===== config.mk =====
export PLATFORM = sky130hd
export DESIGN_NAME = fs_1bit_sub
export DESIGN_NICKNAME = d
export VERILOG_FILES = /design/src/rtl/fs_1bit_sub.sv
export SDC_FILE = /design/constraint.sdc
export NUM_CORES = 1
export LEC_CHECK = 0
export ABC_AREA = 0
export CORE_AREA = 2 2 39 41
export CTS_BUF_LIST = sky130_fd_sc_hd__clkbuf_8
export CTS_CLUSTER_SIZE = 20
export DETAILED_ROUTE_END_ITERATION = 6
export DIE_AREA = 0 0 41 43
export PLACE_DENSITY = 0.33
export SKIP_CTS_REPAIR_TIMING = 1
export SKIP_LAST_GASP = 1
export SLEW_MARGIN = 10
export SYNTH_ARGS = -nofsm -noshare
export SYNTH_HDL_FRONTEND = slang
export SYNTH_SLANG_ARGS = --single-unit

===== constraint.sdc =====
create_clock -name clk -period 3.4 [get_ports clk]
set_input_delay 0.51 -clock clk [delete_from_list [all_inputs] [get_ports clk]]
set_output_delay 0.51 -clock clk [all_outputs]
set_load 0.02 [all_outputs]

===== src/rtl/fs_1bit_sub.sv =====
// Clocked 1-bit full subtractor (A - B - borrow) usable stand-alone or as a
// bit-serial subtractor with the borrow chained internally, LSB first.
module fs_1bit_sub (
    input  logic clk,
    input  logic rst_n,
    input  logic A,
    input  logic B,
    input  logic Bin,
    input  logic in_valid,
    input  logic sof,
    output logic Diff_c,
    output logic Bout_c,
    output logic Diff,
    output logic Bout,
    output logic out_valid
);

    logic r_borrow;
    logic r_diff;
    logic r_bout;
    logic r_out_valid;

    logic w_bin_eff;
    logic w_diff;
    logic w_bout;

    // A start-of-word beat takes the external borrow; otherwise continue the chain.
    assign w_bin_eff = sof ? Bin : r_borrow;
    assign w_diff    = A ^ B ^ w_bin_eff;
    assign w_bout    = (~A & B) | (~(A ^ B) & w_bin_eff);

    always_ff @(posedge clk or negedge rst_n) begin
        if (!rst_n) begin
            r_borrow    <= 1'b0;
            r_diff      <= 1'b0;
            r_bout      <= 1'b0;
            r_out_valid <= 1'b0;
        end else begin
            r_out_valid <= in_valid;
            // Idle cycles hold both outputs and the chain so a word may stall.
            if (in_valid) begin
                r_borrow <= w_bout;
                r_diff   <= w_diff;
                r_bout   <= w_bout;
            end
        end
    end

    assign Diff_c    = w_diff;
    assign Bout_c    = w_bout;
    assign Diff      = r_diff;
    assign Bout      = r_bout;
    assign out_valid = r_out_valid;

endmodule


==> qor.txt <==
Slew Viols, Final: 0
Non-Filler Instances: 40
Main area contributors after synthesis: dfrtp_1 55%, mux2_2 25%, fa_1 15%, inv_1 5.5%
Crit path launch: sof
Starting Density: 9.86%
Post-layout power: 197 µW
Fmax: 342 MHz
Layout cell share with drive strength beyond 1: 25.0%
Layout area overhead: 128%
Startpoint types: input port
Die width: 41 µm
GR Overflow Total: 0
R2R setup slack: 1850 ps
Core Footprint: 1380 µm²
Root buffer cell: clkbuf_8
Pleak: 0.000135 µW
H-Tree Depth: 1
Core Rows: 14
Synth Cell Area: 136 µm²
Clock slew at reported path FFs: 30 ps
Pre-antenna DRT Iters: 1
Commonest non-fill, non-tap cell in the layout: clkdlybuf4s50_1
Clock buffer depth: 2
Final Cell Area: 312 µm²
Placed Cells incl. Taps: 36
MaxCap Viol Count: 0
Slew @ Worst Pin: 220 ps
Leading area contributor after synthesis: dfrtp_1
Reg2reg end: Diff$_DFFE_PN0P_
Max VDD drop: 262 µV
Worst Reg2Reg Path Length in Cells: 4
Antenna Violating Nets Remaining: 0
Vias/cell: 2.90
Status: complete, no violations
Critical Path RT: 2890 ps
Clock Latency Late Sink: 210 ps
All-Layer GR Usage: 5.54%
Setup TNS: 0 ps
Number of remaining DRC errors: 0
Worst relative slew slack: 85.3%
I/O pins: 12
CTS tree: built
Crit Path Category: in2out
Max FO, Critical Path: 2
RSZ-0062 raised after global routing: no
Buffers added on ports: 11
CP endpoint: Diff_c
Multi-input logic area: 53.8 µm²
Complex-gate fraction of the synthesized area: 0%
Antenna diodes: 0
Cell count after synthesis: 9
Total Die Area: 1760 µm²
Share of the synthesized area in the top cell type: 55.0%
Vias: 116
Layout Nets: 33
WL final: 368 µm
Synth Area per Inst: 15.2 µm²
Filler cells: 143
Largest family of logic cells by synthesized area: multiplexers
Initial antenna violation count: 0
Num CTS Buffers: 3
Worst r2r src: Bout$_DFFE_PN0P_
Crit. End Element: output port
First-pass GRT wire length: 572 µm
Sequential element share of the synthesized area: 55.0%
Die Ht: 43 µm
CP Data Arrival Time: 2410 ps
Register area: 75.1 µm²
Mapped Nets: 17
Largest net degree at the start of global routing: 4
Post-Synth XOR/XNOR Area: 0%
Placer Congestion: 0.551
Synth warn: 0
Most frequent cells in the layout: 11 x clkdlybuf4s50_1, 3 x dfrtp_1, 3 x inv_1, 3 x mux2_2, 3 x clkbuf_8
Fin crit share: 85.9%
Final setup vio count: 0
Library cells used by synthesis: 4
Hold Fails Final Rpt: 0
Iter 0 DRT Violations: 0
Hpwl dp: 307 µm
Final min period: 2920 ps
Post-synthesis mux area share: 24.8%
Placed instance area: 267 µm²
Vias in the first global route: 133
Worst hold path type: in2async
Clk_skew: 0.00533 ps
Synthesized flop and latch total: 3
Area share of fa/ha/maj cells after synthesis: 14.7%
Simple-Gate Fraction of Synth Area: 0%
CTS Sinks: 3
Pwr dens: 634 nW/µm²
Wire per inst: 9.20 µm
Yosys cell counts:
cell type,n
fa_1,1
inv_1,2
mux2_2,3
dfrtp_1,3
where the power goes:
part | switching, µW | leakage, µW | internal, µW
Clock | 21.8 | 0.0000269 | 76.7
Sequential | 3.25 | 0.0000350 | 41.9
Combinational | 23.8 | 0.0000728 | 30.0
area by class of cell:
type | count | area share (%)
tap | 16 | 6.43
inverter | 2 | 2.41
clock buffer | 3 | 13.3
clock inverter | 1 | 1.20
timing repair buffer | 11 | 35.3
multi-input combinational | 4 | 17.3
sequential | 3 | 24.1
per-layer routing:
metal  part of all wire, %  wire length, µm  GRT usage, %  vias to the layer above
met5                     0                0             0                        -
met2                    34              126          5.94                       12
met3                    20               73          5.24                        0
met4                     0                0          4.00                        0
li1                      -                -             -                       58
met1                    46              168          6.51                       46
metrics by stage:
step / setup WS (ps) / hold slack [ps] / utilization, %
2_1_floorplan: 1480 / 214 / -
3_3_place_gp: 472 / 499 / 19.3
3_5_place_dp: 471 / 507 / 19.3
4_1_cts: 466 / 482 / 22.5
5_1_grt: 417 / 481 / 22.5
6_report: 478 / 480 / 22.5
worst min path at each step:
stage,end,startpoint,slack [ps]
6_report,Bout$_DFFE_PN0P_,rst_n,480
5_1_grt,Bout$_DFFE_PN0P_,rst_n,480
4_1_cts,Bout$_DFFE_PN0P_,rst_n,480
3_5_place_dp,Diff$_DFFE_PN0P_,Diff$_DFFE_PN0P_,510
3_3_place_gp,Diff$_DFFE_PN0P_,Diff$_DFFE_PN0P_,500
2_1_floorplan,Bout$_DFFE_PN0P_,rst_n,210
critical path: stages:
cell             delay (ps)
clkdlybuf4s50_1         460
mux2_2                  340
fa_1                    420
inv_1                    80
clkdlybuf4s50_1         600
registers in the layout, summed over array words and instances (netlist names):
signal / count
Bout: 1
Diff: 1
out_valid: 1
kinds of logic after synthesis:
kind of cell             after synthesis
multiplexers                           3
adder cells (fa/ha/maj)                1
flip-flops                             3
buffers and inverters                  2
(Power assumes the default switching activity.)
